==> config.mk <==
export PLATFORM = sky130hd
export DESIGN_NAME = ibex_rf_write_arbiter
export DESIGN_NICKNAME = d
export VERILOG_FILES = /design/src/rtl/ibex_rf_write_arbiter.sv
export SDC_FILE = /design/constraint.sdc
export NUM_CORES = 1
export LEC_CHECK = 0
export CORE_MARGIN = 5
export CORE_UTILIZATION = 23
export DETAILED_ROUTE_END_ITERATION = 10
export GPL_TIMING_DRIVEN = 0
export PLACE_DENSITY_LB_ADDON = 0.2
export SLEW_MARGIN = 10
export SYNTH_ARGS = -nofsm -noshare
export SYNTH_HDL_FRONTEND = slang
export SYNTH_SLANG_ARGS = --single-unit
==> constraint.sdc <==
create_clock -name clk_i -period 1.5 [get_ports clk_i]
set_input_delay 0.15 -clock clk_i [delete_from_list [all_inputs] [get_ports clk_i]]
set_output_delay 0.15 -clock clk_i [all_outputs]
set_load 0.01 [all_outputs]
==> src/rtl/ibex_rf_write_arbiter.sv <==
// Register file write-port arbiter: round-robin EX/LSU sharing
// plus a hardware clear sequence that zeroes x1..x(N-1).
module ibex_rf_write_arbiter #(
  parameter bit          RV32E     = 1'b0,
  parameter int unsigned DataWidth = 32
) (
  input  logic                 clk_i,
  input  logic                 rst_ni,
  input  logic                 ex_req_i,
  input  logic [4:0]           ex_addr_i,
  input  logic [DataWidth-1:0] ex_wdata_i,
  output logic                 ex_gnt_o,
  input  logic                 lsu_req_i,
  input  logic [4:0]           lsu_addr_i,
  input  logic [DataWidth-1:0] lsu_wdata_i,
  output logic                 lsu_gnt_o,
  input  logic                 clr_req_i,
  output logic                 clr_busy_o,
  output logic                 clr_done_o,
  output logic [4:0]           rf_waddr_o,
  output logic [DataWidth-1:0] rf_wdata_o,
  output logic                 rf_we_o
);

  localparam logic [4:0] LastIdx = RV32E ? 5'd15 : 5'd31;

  typedef enum logic {
    IDLE,
    CLEAR
  } state_e;

  state_e     state_q, state_d;
  logic [4:0] cnt_q, cnt_d;
  logic       last_lsu_q, last_lsu_d;
  logic       done_q, done_d;

  logic both;
  logic pick_ex;
  logic pick_lsu;

  // On contention the side that did not win last time is preferred
  assign both     = ex_req_i & lsu_req_i;
  assign pick_ex  = ex_req_i & (~lsu_req_i | last_lsu_q);
  assign pick_lsu = lsu_req_i & ~pick_ex;

  always_ff @(posedge clk_i or negedge rst_ni) begin
    if (!rst_ni) begin
      state_q    <= IDLE;
      cnt_q      <= 5'd0;
      last_lsu_q <= 1'b1;
      done_q     <= 1'b0;
    end else begin
      state_q    <= state_d;
      cnt_q      <= cnt_d;
      last_lsu_q <= last_lsu_d;
      done_q     <= done_d;
    end
  end

  always_comb begin
    state_d    = state_q;
    cnt_d      = cnt_q + 5'd1;
    last_lsu_d = last_lsu_q;
    done_d     = 1'b0;
    unique case (state_q)
      IDLE: begin
        if (both) begin
          last_lsu_d = pick_lsu;
        end
        if (clr_req_i) begin
          state_d = CLEAR;
          cnt_d   = 5'd1;
        end
      end
      CLEAR: begin
        if (cnt_q == LastIdx) begin
          state_d = IDLE;
          done_d  = 1'b1;
        end
      end
      default: state_d = IDLE;
    endcase
  end

  // Outputs are held quiet while reset is asserted
  always_comb begin
    ex_gnt_o   = 1'b0;
    lsu_gnt_o  = 1'b0;
    rf_we_o    = 1'b0;
    rf_waddr_o = 5'd0;
    rf_wdata_o = '0;
    if (rst_ni) begin
      unique case (state_q)
        IDLE: begin
          unique case (1'b1)
            pick_ex: begin
              ex_gnt_o   = 1'b1;
              rf_we_o    = 1'b1;
              rf_waddr_o = ex_addr_i;
              rf_wdata_o = ex_wdata_i;
            end
            pick_lsu: begin
              lsu_gnt_o  = 1'b1;
              rf_we_o    = 1'b1;
              rf_waddr_o = lsu_addr_i;
              rf_wdata_o = lsu_wdata_i;
            end
            default: ;
          endcase
        end
        CLEAR: begin
          rf_we_o    = 1'b1;
          rf_waddr_o = cnt_q;
        end
        default: ;
      endcase
    end
  end

  assign clr_busy_o = (state_q == CLEAR);
  assign clr_done_o = done_q;

endmodule

# After elaboration in Yosys (flattened, before gate mapping)
# Cells that the tools add are included.
[totals] ff_bits=8 ramBits=0 word_cells=37 latch_bits=0 romBits=0 mem_count=0
[op_classes] n_mux=22 magnitude_cmp=0 n_div=0 addsub=1 bitwise=7 n_eq_ne=1 n_reduce_logical=2 shift=0 n_mul=0
[op_table] operator="$mux 32" count=2
[op_table] operator="$pmux 32 s2" count=1
[op_table] operator="$pmux 5 s2" count=2
[op_table] operator="$mux 5" count=3
[op_table] operator="$mux 1" count=12
[op_table] operator="$add 5x1->5 const B" count=1
[op_table] operator="$eq 5x5->1 const B" count=1
[op_table] operator="$pmux 1 s2" count=2
[op_table] operator="$and 1x1->1" count=3
[op_table] operator="$not 1->1" count=3
[op_table] operator="$reduce_and 2->1" count=1
[op_table] operator="$reduce_or 2->1" count=1
[op_table] operator="$or 1x1->1" count=1

# Longest topological paths before layout
[depth] ltp_word=9 depth_mapped=6

# Worst setup path before layout
# No wires, ideal clock.
[synth_path] kind="flip-flop to output port" from="register last_lsu_q" to="output rf_wdata_o[22]" arrival_time_ns=1.323 setup_slack_ns=0.027 required_ns=1.350 path_stages_with_launch=6 cell_sequence="dfstp_2 -> nand2b_4 -> and4_4 -> buf_12 -> buf_12 -> a22o_1"
[synth_via] elab_chain_cells=7
[synth_rtl] element="start, declared" line="34" source="logic last_lsu_q, last_lsu_d;"
[synth_rtl] element="start signal, assigned" line="55" source="last_lsu_q <= last_lsu_d;"
[synth_rtl] element="$or 1x1->1 (*)" line="43" source="assign pick_ex = ex_req_i & (~lsu_req_i | last_lsu_q);"
[synth_rtl] element="$and 1x1->1 (*)" line="43"
[synth_rtl] element="$not 1->1" line="44" source="assign pick_lsu = lsu_req_i & ~pick_ex;"
[synth_rtl] element="$and 1x1->1" line="44"
[synth_rtl] element="$pmux 32 s2 (*)" line="95" source="unique case (1'b1)"
[synth_rtl] element="$mux 32 (*)" line="93" source="unique case (state_q)"
[synth_rtl] element="$mux 32 (*)" line="92" source="if (rst_ni) begin"
[synth_rtl] element="end, declared" line="21" source="output logic [DataWidth-1:0] rf_wdata_o,"
# Every way passes the cells marked *; elsewhere a longest branch is shown, timed or not.

# Worst setup path after layout
[layout_path] from="register last_lsu_q" to="output rf_wdata_o[13]"
# Same word-level chain as after synthesis.

==> results_dict.tcl <==
set metrics [dict create \
    slew_viol_final 0 \
    routed_wl_um 5180 \
    grtUsageTotal_pct 17.0 \
    post-route-drc-count 0 \
    critical_path.slowest_cell "dfstp_2" \
    die-area_um2 5340 \
    layout_setup_ws_ns -0.249 \
    setup_violations 39 \
    fin_crit_ns 1.75 \
    max_stage_delay_ns 0.56 \
    die_w_um 73.1 \
    clock_skew_ns 0.00370 \
    io_pins 121 \
    drt-initial-drc-count 13 \
    avgRoutedWirePerCell_um 18.3 \
    worst_slew_pin_slew_ns 0.328 \
    cp.depth 5 \
    vdd_ir_drop_max_uv 731 \
    antenna_cells 0 \
    post-route-period-util_pct 117 \
    firstDrtPassIters 4 \
    worst_hold_slack_ns 0.0958 \
    yosys_warnings 0 \
    h-tree-depth 1 \
    total_power_w 0.00178 \
    grt_pass1_vias 1422 \
    fmax_mhz 572 \
    required_ns 1.35 \
    synth.distinct_cells 23 \
    leakagePower_nw 1.03 \
    viasPerCell 4.82 \
    fin_util_pct 58.4 \
    clock_sinks 8 \
    layout_commonest_cell "clkdlybuf4s50_1" \
    ys_ff_latch 8 \
    synth_cells 95 \
    vias 1365 \
    rows 23 \
    critPathTopFamily "flip-flops" \
    avgSynthCellArea_um2 9.63 \
    hold_path_class "input pin to async pin" \
    placed_area_um2 2160 \
    cp-end-kind "output port" \
    rsz0062_at_grt "true" \
    place_hpwl_um 3980 \
    cts-root-buf "clkbuf_8" \
    numCtsBuffers 3 \
    fillers 354 \
    crit_path_cell_trace "nand2b_4, and4_4, buf_12, a22o_1, buf_2" \
    antenna_found_initial 0 \
    path_max_fanout 10 \
    numPortBuffers 118 \
    grt_max_degree 12 \
    place.gp.congestion 0.918 \
    critPathArrivalTime_ns 1.60 \
    final_cell_area_um2 2280 \
    syn_area_um2 915 \
    initial_utilization_pct 23.4 \
    ys_seq_area_share_pct 22.0 \
    core_um2 3910 \
    cts_tree "yes" \
    clock_latency_ns 0.23 \
    status "finished, violations left" \
    dieHeight_um 73.1 \
    layout.nets 315 \
    worstSetupStartpointType "flip-flop" \
    ant_nets 0 \
    maxSlewHeadroom_pct 78.1 \
    reg2regPathDepth 4 \
    grt_pass1_wl_um 7090 \
    clk_pin_slew_ns 0.04 \
    crit_type "flip-flop to output port" \
    final_cell_mix "77 x clkdlybuf4s50_1, 32 x a22o_1, 26 x buf_2" \
    dp_slack_ns -0.922 \
    maxCapViolations 0 \
    overflow 0 \
    path_buf_inv 2 \
    p_per_area_nw_per_um2 779 \
    area_growth_pct 150 \
    drive_gt1_share_pct 36.5 \
    timing_hold_violations_final 0 \
    cts.path.max_buffers 2 \
    violations "negative setup slack" \
    syn_nets 176 \
]
[metal layers]
metal  part of all wire [%]  wire length, um  vias up  global-route usage (%)
li1                       -                -      654                       -
met1                     38             1960      627                    19.1
met2                     52             2680       78                    32.8
met4                    1.3               68        0                    3.69
met5                      0                0        -                       0
met3                    9.2              475        6                    3.17
[cell type report]
cell class / count / area (um2) / share of cell area (%)
Inverter: 1 / 11.3 / 0.493
Buffer: 9 / 124 / 5.42
Clock buffer: 4 / 45.0 / 1.97
Sequential cell: 8 / 201 / 8.82
Timing Repair Buffer: 135 / 1220 / 53.2
Multi-Input combinational cell: 76 / 624 / 27.3
Tap cell: 50 / 62.6 / 2.74
[through the flow]
step,instances,setup TNS (ns)
floorplan,95,0
global placement,263,-32.42
detailed placement,263,-33.13
CTS,277,-7.94
global route,283,-10.09
finish,283,-8.04
[registers in the layout, indices dropped and copies added, names as in the netlist]
| signal | flops |
|---|---|
| clr_busy_o | 1 |
| last_lsu_q | 1 |
| clr_done_o | 1 |
| cnt_q | 5 |
[worst reg2reg max path: cells and delay by family, from the launching register on]
kind	cells	cell delay [ns]
and+or+nand+nor	2	0.32
DFF	1	0.41
adders and majority gates	2	0.50
[power breakdown]
| group | internal, W | leakage [nW] | switching, W |
|---|---|---|---|
| Combinational | 0.000641 | 0.913 | 0.000460 |
| Sequential | 0.000323 | 0.0931 | 0.0000854 |
| Clock | 0.000184 | 0.0228 | 0.0000848 |
| Total | 0.00115 | 1.03 | 0.000630 |
[path summary, 6_finish.rpt]
check | startpoint | endpoint | slack, ns
min in group clk_i | ex_req_i | last_lsu_q$_DFFE_PN1P_ | 0.25
setup / recovery | last_lsu_q$_DFFE_PN1P_ | rf_wdata_o[13] | -0.25
hold reg to reg | cnt_q[0]$_DFF_PN0_ | cnt_q[0]$_DFF_PN0_ | 0.50
setup reg to reg | cnt_q[0]$_DFF_PN0_ | cnt_q[4]$_DFF_PN0_ | 0.16
hold / removal | rst_ni | last_lsu_q$_DFFE_PN1P_ | 0.1
max in group asynchronous | rst_ni | clr_done_o$_DFF_PN0_ | 0.63
[synth_stat cells, drive strengths merged]
| master | n | share of area [%] |
|---|---|---|
| buf | 11 | 17 |
| nand2 | 3 | 2.1 |
| nand2b | 1 | 1.5 |
| inv | 1 | 0.41 |
| dfrtp | 7 | 19 |
| nor2b | 3 | 2.1 |
| and2 | 1 | 0.68 |
| xor2 | 1 | 0.96 |
| a21oi | 5 | 2.7 |
| a22o | 32 | 31 |
| a31oi | 5 | 3.4 |
| dfstp | 1 | 2.9 |
| nor2 | 4 | 1.6 |
| and4 | 2 | 2.5 |
| nand3 | 7 | 3.8 |
| ha | 2 | 2.7 |
| o21ai | 5 | 2.7 |
| xnor2 | 2 | 1.9 |
| and3 | 1 | 0.68 |
| o31a | 1 | 0.96 |
[logic make-up after synthesis]
logic type               share of synthesized area (%)
XOR/XNOR                                          2.87
buffers and inverters                             17.0
adder cells (fa/ha/maj)                           2.74
AND/OR/NAND/NOR                                   14.9
flip-flops                                        22.0
AO/OA/AOI/OAI                                     40.5
[what timing repair did]
| action | 4_1_cts | 5_1_grt |
|---|---|---|
| hold buffers | 1 | 0 |
| gates cloned | 4 | 0 |
| pin swaps | 6 | 10 |
| endpoints found under the hold margin | 7 | 0 |
| setup buffers | 7 | 6 |
| gates resized for setup | 173 | 24 |
| setup endpoints to repair | 40 | 39 |
No activity file was read; power rests on OpenSTA's default activity.
